`src/rtl/weight_seq_pkg.sv`:
```
// Shared types and defaults for the Wixr weight-buffer index sequencer.
package weight_seq_pkg;

   typedef enum logic [1:0] {
      IDLE  = 2'd0,
      RUN   = 2'd1,
      DRAIN = 2'd2
   } state_e;

   localparam int unsigned DEFAULT_BUF_LATENCY = 2;
   localparam int unsigned DEFAULT_DEPTH       = 42;

endpackage

```
`src/rtl/valid_delay_line.sv`:
```
// Delays the {issue, last_issue} flags by LATENCY cycles so they line up
// with the weight buffer's q_* outputs.
module valid_delay_line #(
   parameter int unsigned LATENCY = 2
) (
   input  logic clk,
   input  logic reset_n,
   input  logic valid_i,
   input  logic last_i,
   output logic valid_o,
   output logic last_o
);

   logic [LATENCY-1:0] vld_q;
   logic [LATENCY-1:0] lst_q;

   always_ff @(posedge clk or negedge reset_n) begin
      if (!reset_n) begin
         vld_q <= '0;
         lst_q <= '0;
      end else begin
         vld_q[0] <= valid_i;
         lst_q[0] <= last_i;
         for (int unsigned i = 1; i < LATENCY; i++) begin
            vld_q[i] <= vld_q[i-1];
            lst_q[i] <= lst_q[i-1];
         end
      end
   end

   assign valid_o = vld_q[LATENCY-1];
   assign last_o  = lst_q[LATENCY-1];

endmodule

```
`src/rtl/weight_index_sequencer.sv`:
```
// Sweeps the weight-buffer index 0..DEPTH-1 for num_passes passes with
// latency-aligned valid/last/done strobes. WEIGHT_SEQ_PERF_EN enables pause_cycles.
module weight_index_sequencer
   import weight_seq_pkg::*;
#(
   parameter int unsigned IDX_WIDTH   = 12,
   parameter int unsigned DEPTH       = DEFAULT_DEPTH,
   parameter int unsigned PASS_WIDTH  = 8,
   parameter int unsigned BUF_LATENCY = DEFAULT_BUF_LATENCY
) (
   input  logic                  clk,
   input  logic                  reset_n,
   input  logic                  start,
   input  logic [PASS_WIDTH-1:0] num_passes,
   input  logic                  pause,
   output logic [IDX_WIDTH-1:0]  index,
   output logic                  q_valid,
   output logic                  q_last,
   output logic                  busy,
   output logic                  done,
   output logic [15:0]           pause_cycles
);

   localparam int unsigned DW = (BUF_LATENCY > 1) ? $clog2(BUF_LATENCY) : 1;
   localparam logic [IDX_WIDTH-1:0] IDX_LAST   = IDX_WIDTH'(DEPTH - 1);
   localparam logic [DW-1:0]        DRAIN_LAST = DW'(BUF_LATENCY - 1);

   state_e                state_q, state_d;
   logic [IDX_WIDTH-1:0]  idx_q, idx_d;
   logic [PASS_WIDTH-1:0] pass_q, pass_d;
   logic [PASS_WIDTH-1:0] passes_q, passes_d;
   logic [DW-1:0]         drain_q, drain_d;
   logic                  zero_done_q, zero_done_d;
   logic                  issue, final_issue;
   logic                  dl_last;

   always_ff @(posedge clk or negedge reset_n) begin
      if (!reset_n) begin
         state_q     <= IDLE;
         idx_q       <= '0;
         pass_q      <= '0;
         passes_q    <= '0;
         drain_q     <= '0;
         zero_done_q <= 1'b0;
      end else begin
         state_q     <= state_d;
         idx_q       <= idx_d;
         pass_q      <= pass_d;
         passes_q    <= passes_d;
         drain_q     <= drain_d;
         zero_done_q <= zero_done_d;
      end
   end

   always_comb begin
      state_d     = state_q;
      idx_d       = idx_q;
      pass_d      = pass_q;
      passes_d    = passes_q;
      drain_d     = drain_q;
      zero_done_d = 1'b0;
      issue       = 1'b0;
      final_issue = 1'b0;
      unique case (state_q)
         IDLE: begin
            if (start) begin
               if (num_passes != '0) begin
                  passes_d = num_passes;
                  idx_d    = '0;
                  pass_d   = '0;
                  state_d  = RUN;
               end else begin
                  zero_done_d = 1'b1;
               end
            end
         end
         RUN: begin
            if (!pause) begin
               issue = 1'b1;
               if (idx_q == IDX_LAST) begin
                  idx_d  = '0;
                  pass_d = pass_q + PASS_WIDTH'(1);
                  if (pass_q == passes_q - PASS_WIDTH'(1)) begin
                     final_issue = 1'b1;
                     drain_d     = '0;
                     state_d     = DRAIN;
                  end
               end else begin
                  idx_d = idx_q + IDX_WIDTH'(1);
               end
            end
         end
         DRAIN: begin
            if (drain_q == DRAIN_LAST) begin
               state_d = IDLE;
            end else begin
               drain_d = drain_q + DW'(1);
            end
         end
         default: state_d = IDLE;
      endcase
   end

   valid_delay_line #(
      .LATENCY (BUF_LATENCY)
   ) u_valid_delay_line (
      .clk     (clk),
      .reset_n (reset_n),
      .valid_i (issue),
      .last_i  (final_issue),
      .valid_o (q_valid),
      .last_o  (dl_last)
   );

   assign index  = idx_q;
   assign q_last = dl_last;
   assign busy   = (state_q != IDLE);
   // Zero-pass sweeps never enter RUN, so their done comes from a separate flop.
   assign done   = dl_last | zero_done_q;

`ifdef WEIGHT_SEQ_PERF_EN
   logic [15:0] pause_cnt_q;

   always_ff @(posedge clk or negedge reset_n) begin
      if (!reset_n) begin
         pause_cnt_q <= '0;
      end else if (state_q == IDLE && start) begin
         pause_cnt_q <= '0;
      end else if (state_q == RUN && pause && pause_cnt_q != '1) begin
         pause_cnt_q <= pause_cnt_q + 16'd1;
      end
   end

   assign pause_cycles = pause_cnt_q;
`else
   assign pause_cycles = '0;
`endif

endmodule
```
`config.mk`:
```
export PLATFORM = sky130hd
export DESIGN_NAME = weight_index_sequencer
export DESIGN_NICKNAME = d
export VERILOG_FILES = /design/src/rtl/weight_seq_pkg.sv /design/src/rtl/valid_delay_line.sv /design/src/rtl/weight_index_sequencer.sv
export SDC_FILE = /design/constraint.sdc
export NUM_CORES = 1
export LEC_CHECK = 0
export BUFFER_PORTS_ARGS = -buffer_cell sky130_fd_sc_hd__buf_2
export CORE_MARGIN = 8
export CORE_UTILIZATION = 40
export DETAILED_ROUTE_END_ITERATION = 16
export PLACE_DENSITY = 0.73
export SETUP_SLACK_MARGIN = 0.02
export SLEW_MARGIN = 0
export SYNTH_ARGS = -nofsm -noshare
export SYNTH_HDL_FRONTEND = slang
export SYNTH_SLANG_ARGS = --single-unit
```
`constraint.sdc`:
```
create_clock -name clk -period 3.3 [get_ports clk]
set_input_delay 0.825 -clock clk [delete_from_list [all_inputs] [get_ports clk]]
set_output_delay 0.825 -clock clk [all_outputs]
set_load 0.05 [all_outputs]
```
## After elaboration in Yosys (flattened, before gate mapping)

Cells that the tools add are included.

- Output and inout port bits: 32
- Input port bits: 12
- Register bits after elaboration: 36
- Word-level logic and storage cells: 64

- Add/sub/neg operators: 4
- Equal/unequal tests: 10
- Bitwise gates (word level): 1
- Reduce and logical (&&, ||, !) cells: 10
- Mux-type cells: 31

Operators with widths:

| kind | count |
|---|---|
| $mux 12 | 4 |
| $mux 8 | 4 |
| $pmux 12 s2 | 1 |
| $pmux 8 s2 | 1 |
| $mux 1 | 13 |
| $add 12x1->12 const B | 1 |
| $eq 12x6->1 const B | 1 |
| $mux 2 | 6 |
| $ne 2x2->1 const B | 6 |
| $add 8x1->8 const B | 1 |
| $eq 8x8->1 | 1 |
| $reduce_and 4->1 | 2 |
| $reduce_bool 8->1 | 1 |
| $sub 8x1->8 const B | 1 |
| $pmux 2 s3 | 1 |
| $reduce_and 6->1 | 1 |
| $reduce_bool 2->1 | 3 |
| $reduce_and 5->1 | 1 |
| $reduce_and 3->1 | 1 |
| $eq 2x1->1 const B | 1 |
| $eq 2x2->1 const B | 1 |
| $logic_not 2->1 | 1 |
| $pmux 1 s2 | 1 |
| $add 1x1->1 const B | 1 |
| $or 1x1->1 | 1 |

## Logic depth before layout (Yosys ltp)

Gate-level depths: netlist (run 1).

- Depth in word-level cells: 6
- Depth in mapped cells: 9
- Gate-level depth less buffers: 8

## Hierarchy

From an unflattened synthesis (run 1), not the netlist that was laid out.

- Cell total of the unflattened synthesis: 233
- Area, all modules: 2087.0 um^2

By module, submodules not included:

| module | area an instance (um^2) | times used | cells an instance |
|---|---|---|---|
| weight_index_sequencer | 1986.9 | 1 | 229 |
| valid_delay_line | 100.1 | 1 | 4 |

## Worst setup path after synthesis (run 1)

No wires, ideal clock.

- Path kind: in2reg
- Start point: input port num_passes[1]
- End point: register idx_q[7], in the netlist index[7]
- Path buffers: 0
- Slack: 1157 ps
- Stages on the path: 6
- Data required time: 3180 ps
- Arrival time: 2023 ps
- Path through: nor4_1 a211o_1 a21o_1 nor3_1 xnor2_1 nor2_1

- Cells in the longest elaborated chain, start to end: 3

Ends and longest elaborated chain:

| element | line | source |
|---|---|---|
| start, declared | weight_index_sequencer.sv:14 | `input logic [PASS_WIDTH-1:0] num_passes,` |
| $reduce_bool 8->1 | weight_index_sequencer.sv:67 | `if (num_passes != '0) begin` |
| $ne 2x2->1 (no source line) | n/a |  |
| $reduce_and 4->1 (no source line) | n/a |  |
| end signal, assigned | weight_index_sequencer.sv:47 | `idx_q <= idx_d;` |
| end, declared | weight_index_sequencer.sv:29 | `logic [IDX_WIDTH-1:0] idx_q, idx_d;` |

Every way passes these cells.
A chain may end at the register's enable or synchronous reset.

## Worst setup path in the final report (run 1)

- Start point: input port num_passes[5]
- End point: register idx_q[7], in the netlist index[7]

The elaborated chain is that of the path after synthesis.

==> results of run 1 <==
[through the flow]
step / setup slack [ps] / instance area [um2] / hold WS, ps / utilization (%) / std cells
after floorplan: 1160 / 2140 / 331 / - / 230
after global placement: 764 / 2240 / 332 / 44.1 / 308
after detailed placement: 727 / 2240 / 339 / 44.1 / 308
after CTS: 985 / 2340 / 355 / 46.2 / 316
after global routing: 757 / 2340 / 361 / 46.2 / 316
final: 991 / 2340 / 353 / 46.2 / 316
[worst max-delay path, stage by stage]
cell     delay, ps
buf_2          100
nor4_1         550
a211o_1        310
a21o_1         310
nor3_1         120
xnor2_1        170
nor2_1          50
[kinds of logic (layout without fill, tap and decap cells)]
kind of cell	after synthesis	count (layout)
AO/OA/AOI/OAI	38	38
buffers and inverters	28	44
adder cells (fa/ha/maj)	4	4
flip-flops	36	36
multiplexers	5	5
XOR/XNOR	20	20
AND/OR/NAND/NOR	83	83
other	1	16
[flip-flops by register name (all words and copies together) (netlist names)]
name	cells
index	12
u_valid_delay_line.vld_q	2
zero_done_q	1
state_q	2
passes_q	8
drain_q	1
pass_q	8
u_valid_delay_line.lst_q	2
[per-layer routing]
metal | share of wire (%) | vias up | routed length (um)
li1 | - | 782 | -
met1 | 45 | 761 | 1930
met2 | 47 | 38 | 1990
met3 | 5.7 | 9 | 244
met4 | 1.9 | 0 | 80
met5 | 0 | - | 0
[layout make-up]
class,instances,area (um2),area share [%]
multi-input cells,166,1070,45.9
flip-flops and latches,36,901,38.4
repair buffers,28,143,6.09
well taps,70,87.6,3.74
clock buffers,6,72.6,3.10
clock inverters,2,35.0,1.49
inverters,8,30.0,1.28
[synthesized netlist by cell type, types with 2 or more instances]
| cell | number | area share, % |
|---|---|---|
| nand2b_1 | 2 | 0.60 |
| nor2_1 | 23 | 4.1 |
| o31ai_1 | 2 | 0.72 |
| buf_4 | 17 | 6.1 |
| nand4b_1 | 2 | 0.84 |
| o21bai_1 | 2 | 0.72 |
| a211oi_2 | 3 | 1.8 |
| a21o_1 | 2 | 0.72 |
| o21ai_0 | 2 | 0.48 |
| xnor2_1 | 8 | 3.4 |
| or2_1 | 2 | 0.60 |
| nand4_1 | 8 | 2.4 |
| or2_2 | 2 | 0.60 |
| a21oi_1 | 3 | 0.72 |
| nand3_1 | 5 | 1.2 |
| dfrtp_1 | 36 | 43 |
| nor4_1 | 2 | 0.60 |
| clkbuf_1 | 3 | 0.54 |
| o22ai_1 | 2 | 0.60 |
| mux2_2 | 5 | 2.7 |
| xor2_1 | 12 | 5.0 |
| nand2_1 | 18 | 3.2 |
| inv_1 | 8 | 1.4 |
| o21ai_1 | 16 | 3.8 |
| and3_1 | 7 | 2.1 |
| nor3_1 | 4 | 0.96 |
| ha_1 | 4 | 2.4 |
[layout by cell type (no fill, tap or decap), types with 3 or more instances in the layout]
| cell | netlist | layout |
|---|---|---|
| inv_1 | 8 | 8 |
| nand4_1 | 8 | 8 |
| conb_1 | 1 | 16 |
| buf_2 | 0 | 27 |
| a211oi_2 | 3 | 3 |
| and3_1 | 7 | 7 |
| mux2_2 | 5 | 5 |
| a21oi_1 | 3 | 3 |
| nor3_1 | 4 | 4 |
| nand2_1 | 18 | 18 |
| nand3_1 | 5 | 5 |
| o21ai_1 | 16 | 16 |
| xor2_1 | 12 | 12 |
| ha_1 | 4 | 4 |
| dfrtp_1 | 36 | 36 |
| xnor2_1 | 8 | 8 |
| nor2_1 | 23 | 23 |
| clkbuf_8 | 0 | 5 |
[power by group]
part           switching [uW]  total (uW)  internal, uW
clock network             148         372           224
registers                 148         687           539
logic                     434         693           259
total                     730        1750          1020
[worst max-delay path by stage]
stage                  start        end  slack, ps
4_1_cts        num_passes[5]   index[7]        980
3_3_place_gp   num_passes[5]   index[7]        760
5_1_grt             index[1]  pass_q[3]        760
6_report       num_passes[5]   index[7]        990
3_5_place_dp   num_passes[5]   index[7]        730
2_1_floorplan  num_passes[1]   index[7]       1160
==> impl_metrics.ini, run 1 <==
[global_route]
gr-usage-all-layers_pct = 12.1
grt_max_degree = 37
met1_usage_pct = 15.1
use_met3_pct = 3.16
grt.busiest_layer = met2
antenna_found_initial = 0
grt_pass1_wl_um = 7470
use_met2_pct = 19.6
grt.overflow.total = 0
grt_pass1_vias = 1578

[route]
drc = 0
drt-initial-drc-count = 118
num_vias = 1590
dr.pass1.iters = 5
wirelength_um = 4250
ant_nets = 0
wl_per_cell_um = 13.5
via_per_inst = 5.03

[timing]
period_needed_ps = 2310
fin_skew_ps = 6.38
relSlewSlack_pct = 46.7
max_freq_mhz = 433
worstMarginPinSlew_ps = 799
period_share_pct = 70.0
tns_ps = 0
finalHoldViolations = 0
rsz0062_at_grt = false
setup_viol_count_final = 0
slew_violations = 0

[setup_path]
r2r_end = pass_q[4]
critPathCaptureType = flop
r2r_start = index[1]
reg2reg_slack_ps = 1050
path_max_fanout = 9
crit_type = input pin to flop
startpoint_type = input pin
required_ps = 3440
arrival_ps = 2450
reg2reg_depth = 8

[finish]
syn2layout_area_growth_pct = 12.2
diodes = 0
drive_gt1_share_pct = 21.5
nNetsFinal = 261
final.fill_count = 505

[hold_path]
hp-class = flop to flop
hp-start = u_valid_delay_line.vld_q[0]
whs_endpoint = u_valid_delay_line.vld_q[1]
hold_path_depth = 0

[synthesis]
synth-seq-area-share_pct = 43.1
ys.flop_type = dfrtp_1
yosys_warnings = 0
synth_cells = 215
avgSynthCellArea_um2 = 9.71
synth_xor_area_share_pct = 8.39
synth_top_family_by_area = simple AND/OR/NAND/NOR gates
syn_area_um2 = 2090
synth_seq_cells = 36
synthSimpleGateAreaFrac_pct = 21.9
muxShareOfSynthArea_pct = 2.70
async_reset_ff_share_pct = 100
synth_edf_count = 0
synthAdderAreaFrac_pct = 2.40
synth_cell_types = 42
synth-compound-area-share_pct = 13.2

[floorplan]
fp.coreArea_um2 = 5070
ioPinCount = 44
die_area_um2 = 7790
initial_core_util_pct = 41.1
rows = 26
die_h_um = 88.3
die_w_um = 88.3

[clock_network]
path_clk_slew_ps = 70
clock_path_buffers = 2
cts.sinks = 36
numCtsBuffers = 5
cts_resized = 0
post_cts_buffers = 0
hold_buffers = 0
clk_latency_ps = 280
htreeDepth = 2
clockRootBuffer = clkbuf_8
cts_tree = yes

[flow_run]
maxCapViolations = 0

[place]
gp_congestion = 0.830
hpwl_um = 3190
port_buffers = 27

[pwr]
ir_worst_vdd_mv = 0.261
p_total_uw = 1750
p_leak_uw = 0.00111
power.density_nw_per_um2 = 748

[outcome]
status = complete, no violations
Note: power is estimated with default switching activity, not from simulation.
==> run 2, diff against run 1 <==
Clock period 3.3 ns to 2.3 ns, I/O delays scaled along.
==> run 2 against run 1 <==
Against the previous run: setup slack worse by 810 ps; final cell count is 1.6% higher; non-clock buffer count is 5 higher; critical path depth is 1 higher; clock skew hardly changed; combinational power is 46% higher; clock power is 23% higher; flip-flop and latch count stayed put; wire length is 0.80% higher; largest power group unchanged; sequential share of layout area is 0.39 points lower.
==> impl_metrics.ini, run 2 (synthesized netlist as in run 1, its figures left out) <==
[outcome]
status = complete, no violations

[route]
drt-initial-drc-count = 108
dr.pass1.iters = 4
wl_per_cell_um = 13.4
wirelength_um = 4290
num_vias = 1617
via_per_inst = 5.04
drc = 0
ant_nets = 0

[finish]
layout_commonest_cell = dfrtp_1
largest_reg_flops = 12
syn2layout_area_growth_pct = 13.4
layout_common_cells = dfrtp_1, buf_2, nor2_1
drive_gt1_share_pct = 23.1
nNetsFinal = 266
diodes = 0
final.fill_count = 492

[timing]
period_needed_ps = 2120
worstMarginPinSlew_ps = 775
finalHoldViolations = 0
period_share_pct = 92.1
slew_violations = 0
fin_skew_ps = 6.64
tns_ps = 0
relSlewSlack_pct = 48.4
setup_viol_count_final = 0
hold-worst-slack_ps = 358
max_freq_mhz = 472
rsz0062_at_grt = false

[clock_network]
cts_resized = 0
numCtsBuffers = 5
clk_latency_ps = 280
clockRootBuffer = clkbuf_8
hold_buffers = 0
htreeDepth = 2
cts_tree = yes
clock_path_buffers = 2
post_cts_buffers = 0
path_clk_slew_ps = 70
cts.sinks = 36

[setup_path]
slowest_stage = dfrtp_1
startpoint = passes_q[0]
worstPathCellList = inv_1 -> ha_1 -> xnor2_1 -> o22ai_1 -> a211o_4 -> a211oi_2 -> nand2_1 -> nor4_2
arrival_ps = 2300
crit_type = flop to flop
critPathMaxStageDelay_ps = 420
r2r_start = passes_q[0]
required_ps = 2490
startpoint_type = flop
critPathCaptureType = flop
path_max_fanout = 9

[global_route]
antenna_found_initial = 0
grt.overflow.total = 0
grt_max_degree = 37
gr-usage-all-layers_pct = 11.4
grt_pass1_wl_um = 6980
grt_pass1_vias = 1489

[floorplan]
fp.coreArea_um2 = 5070
die_area_um2 = 7790
initial_core_util_pct = 41.1
ioPinCount = 44
die_h_um = 88.3
die_w_um = 88.3
rows = 26

[pwr]
ir_worst_vdd_mv = 0.367
intPower_uw = 1400
seq_power_share_pct = 40.1
clkPwrFrac_pct = 18.7
swShare_pct = 42.9
power.density_nw_per_um2 = 1030
netSwitchingPower_uw = 1050
p_leak_uw = 0.00112
p_comb_share_pct = 41.3

[hold_path]
hp-class = input pin to asynchronous set/reset pin

[place]
port_buffers = 27
gp_congestion = 0.880
hpwl_um = 3310

[flow_run]
maxCapViolations = 0
[run 2: cell types whose count changed in the layout (fill, tap and decap cells not counted), sizes merged]
| cell | previous run | this run |
|---|---|---|
| clkinv | 1 | 0 |
| clkbuf | 6 | 7 |
| bufinv | 1 | 0 |
| clkinvlp | 0 | 1 |
| buf | 28 | 33 |
[run 2: power groups by stage]
stage                     logic [uW]  clock network (uW)  registers [uW]
after CTS                       1020                 475             980
after floorplan                  690                   0            1090
final                           1010                 457             980
after global placement           988                   0             984
after global routing            1100                 499            1010
after detailed placement        1010                   0             990
[run 2: worst paths after layout]
| path | end | slack, ps | cells past startpoint |
|---|---|---|---|
| worst max-delay path | u_valid_delay_line.lst_q[0] | 180 | 8 |
| worst min-delay path | index[8] | 360 | 1 |
| worst max register to register | u_valid_delay_line.lst_q[0] | 180 | 8 |
| worst min register to register | u_valid_delay_line.vld_q[1] | 360 | 0 |
| max in group asynchronous | passes_q[0] | 1440 | 1 |
| min in group clk | u_valid_delay_line.vld_q[1] | 360 | 0 |
[run 2: routing by layer]
metal | up-vias | track usage, % | wire length (um)
met2 | 48 | 18.3 | 2070
met3 | 8 | 2.79 | 267
met1 | 771 | 13.9 | 1840
li1 | 790 | - | -
met4 | 0 | 6.14 | 107
met5 | - | 0 | 0
[run 2: cell type report]
cell class,instances,area (um2),area share (%)
Inverter,8,30.0,1.27
Tap cell,70,87.6,3.70
Clock inverter,1,7.51,0.317
Multi-Input combinational cell,166,1070,45.4
Clock buffer,7,86.3,3.65
Sequential cell,36,901,38.1
Timing Repair Buffer,33,180,7.61
[run 2: through the flow]
stage | utilization (%) | std cells | cell area, um2 | worst slack [ps] | power, uW
after floorplan | - | 230 | 2140 | 165 | 1780
after global placement | 44.8 | 313 | 2270 | 193 | 1970
after detailed placement | 44.8 | 313 | 2270 | 179 | 2000
after CTS | 46.6 | 321 | 2370 | 184 | 2470
after global routing | 46.6 | 321 | 2370 | 35.4 | 2610
final | 46.6 | 321 | 2370 | 182 | 2450
[run 2: worst max-delay path, delay by kind of cell (launching register included)]
| kind | cells | cell delay, ps |
|---|---|---|
| AO/OA/AOI/OAI | 3 | 650 |
| flip-flops | 1 | 420 |
| AND/OR/NAND/NOR | 2 | 370 |
| adder cells (fa/ha/maj) | 1 | 320 |
| XOR/XNOR | 1 | 160 |
| buffers and inverters | 1 | 110 |
==> run 3, diff against run 2 <==
Settings changed: SYNTH_HIERARCHICAL set to 1.
==> run 3 against run 2 <==
Against the previous run: sequential share of layout area is 0.66 points lower; total power down 8.1%; largest power group is now sequential cells; worst hold slack got worse by 56 ps; critical endpoint is now state_q[0].
==> impl_metrics.ini, run 3 <==
[place]
hpwl_um = 3400
port_buffers = 27
postPlaceCellArea_um2 = 2290
gp_congestion = 0.796

[setup_path]
r2r_start = passes_q[2]
reg2reg_depth = 5
startpoint_type = flop
path_max_fanout = 7
critPathCaptureType = flop
reg2reg_slack_ps = 200
arrival_ps = 2270
r2r_end = state_q[0]
required_ps = 2470
crit_type = flop to flop
startpoint = passes_q[2]

[clock_network]
clock_path_buffers = 2
cts_resized = 0
hold_buffers = 0
cts_tree = yes
post_cts_buffers = 0
htreeDepth = 2
numCtsBuffers = 5
cts.sinks = 36
clk_latency_ps = 300
clockRootBuffer = clkbuf_8
path_clk_slew_ps = 80

[route]
dr.pass1.iters = 4
wirelength_um = 4550
ant_nets = 0
via_per_inst = 5.16
num_vias = 1766
drc = 0
wl_per_cell_um = 13.3
drt-initial-drc-count = 158

[finish]
final-seq-area_um2 = 902
nNetsFinal = 287
diodes = 0
layout_commonest_cell = dfrtp_1
largest_reg_flops = 12
syn2layout_area_growth_pct = 15.6
layout_common_cells = dfrtp_1, nand2_1, buf_2
final.fill_count = 507
final_cell_area_um2 = 2410
multi_input_area_um2 = 1070
drive_gt1_share_pct = 19.5
final_core_util_pct = 47.5

[synthesis]
ys.flop_type = dfrtp_1
syn_area_um2 = 2090
synth_edf_count = 0
synth.most_common_cell = dfrtp_1
synth_area_leader_cell = dfrtp_1
async_reset_ff_share_pct = 100
synth-seq-area-share_pct = 43.2
synth_seq_cells = 36
avgSynthCellArea_um2 = 8.96
synth_cells = 233
yosys-top-cells-area = dfrtp_1, o21ai_0, buf_4, nand2_1, nor2_1
synth_top_area_share_pct = 43.2
synth_commonest_cells = dfrtp_1, nand2_1, o21ai_0
yosys_warnings = 6
synth_cell_types = 44

[global_route]
grt_pass1_wl_um = 7820
grt_max_degree = 37
antenna_found_initial = 0
grt.overflow.total = 0
gr-usage-all-layers_pct = 12.7
grt_pass1_vias = 1703

[timing]
max_freq_mhz = 477
finalHoldViolations = 0
period_needed_ps = 2100
tns_ps = 0
hold-worst-slack_ps = 302
period_share_pct = 91.2
fin_skew_ps = 8.06
relSlewSlack_pct = 56.3
worstMarginPinSlew_ps = 650
rsz0062_at_grt = false
setup_viol_count_final = 0
slew_violations = 0

[floorplan]
die_area_um2 = 7780
rows = 26
fp.coreArea_um2 = 5070
ioPinCount = 44
die_h_um = 88.2
die_w_um = 88.2
initial_core_util_pct = 41.1

[flow_run]
maxCapViolations = 0

[hold_path]
hp-class = input pin to asynchronous set/reset pin

[pwr]
ir_worst_vdd_mv = 0.466
p_leak_uw = 0.00110
power.density_nw_per_um2 = 932

[outcome]
status = complete, no violations
[run 3: metrics by stage]
stage                     cells  total power (uW)  setup slack (ps)
after floorplan             248              1510              27.3
after global placement      334              1680               183
after detailed placement    334              1700               163
after CTS                   342              2270               158
after global routing        342              2420              91.8
final                       342              2250               202
[run 3: logic make-up after synthesis]
| family | after synthesis | synth area share [%] |
|---|---|---|
| compound gates | 57 | 17.7 |
| xor+xnor | 8 | 3.36 |
| fa+ha+maj | 4 | 2.40 |
| buf+inv | 29 | 8.45 |
| flops | 36 | 43.2 |
| mux | 1 | 0.540 |
| other cells | 1 | 0.180 |
| simple gates | 97 | 24.2 |
[run 3: final cells by class]
cell class | instances | area share (%)
clock buffer | 5 | 2.85
clock inverter | 3 | 1.76
inverter | 9 | 1.40
multi-input combinational | 183 | 44.6
sequential | 36 | 37.4
tap | 70 | 3.63
timing repair buffer | 36 | 8.40
[run 3: power by group]
group | leakage, uW | internal, uW | switching [uW]
clock | 0.0000541 | 321 | 243
sequential | 0.000468 | 743 | 147
combinational | 0.000574 | 284 | 511
[run 3: how the worst max path moves through the flow]
stage | slack (ps) | cells after the start | end
finish | 200 | 5 | state_q[0]
global route | 90 | 5 | pass_q[5]
CTS | 160 | 5 | pass_q[4]
detailed placement | 160 | 6 | pass_q[7]
global placement | 180 | 6 | pass_q[4]
floorplan | 30 | 6 | pass_q[2]
[run 3: worst max-delay path: stages (launching register included)]
cell and delay (ps):
dfrtp_1 450, or4_1 550, nor4_1 300, a311oi_1 100, a211oi_1 430, a31oi_1 140
[run 3: per-layer routing]
metal | vias up | share of wire [%] | GRT usage [%] | wire length [um]
met4 | 0 | 2.1 | 5.84 | 95
li1 | 884 | - | - | -
met5 | - | 0 | 0 | 0
met1 | 843 | 46 | 15.6 | 2090
met2 | 30 | 47 | 20.3 | 2150
met3 | 9 | 4.8 | 3.34 | 216
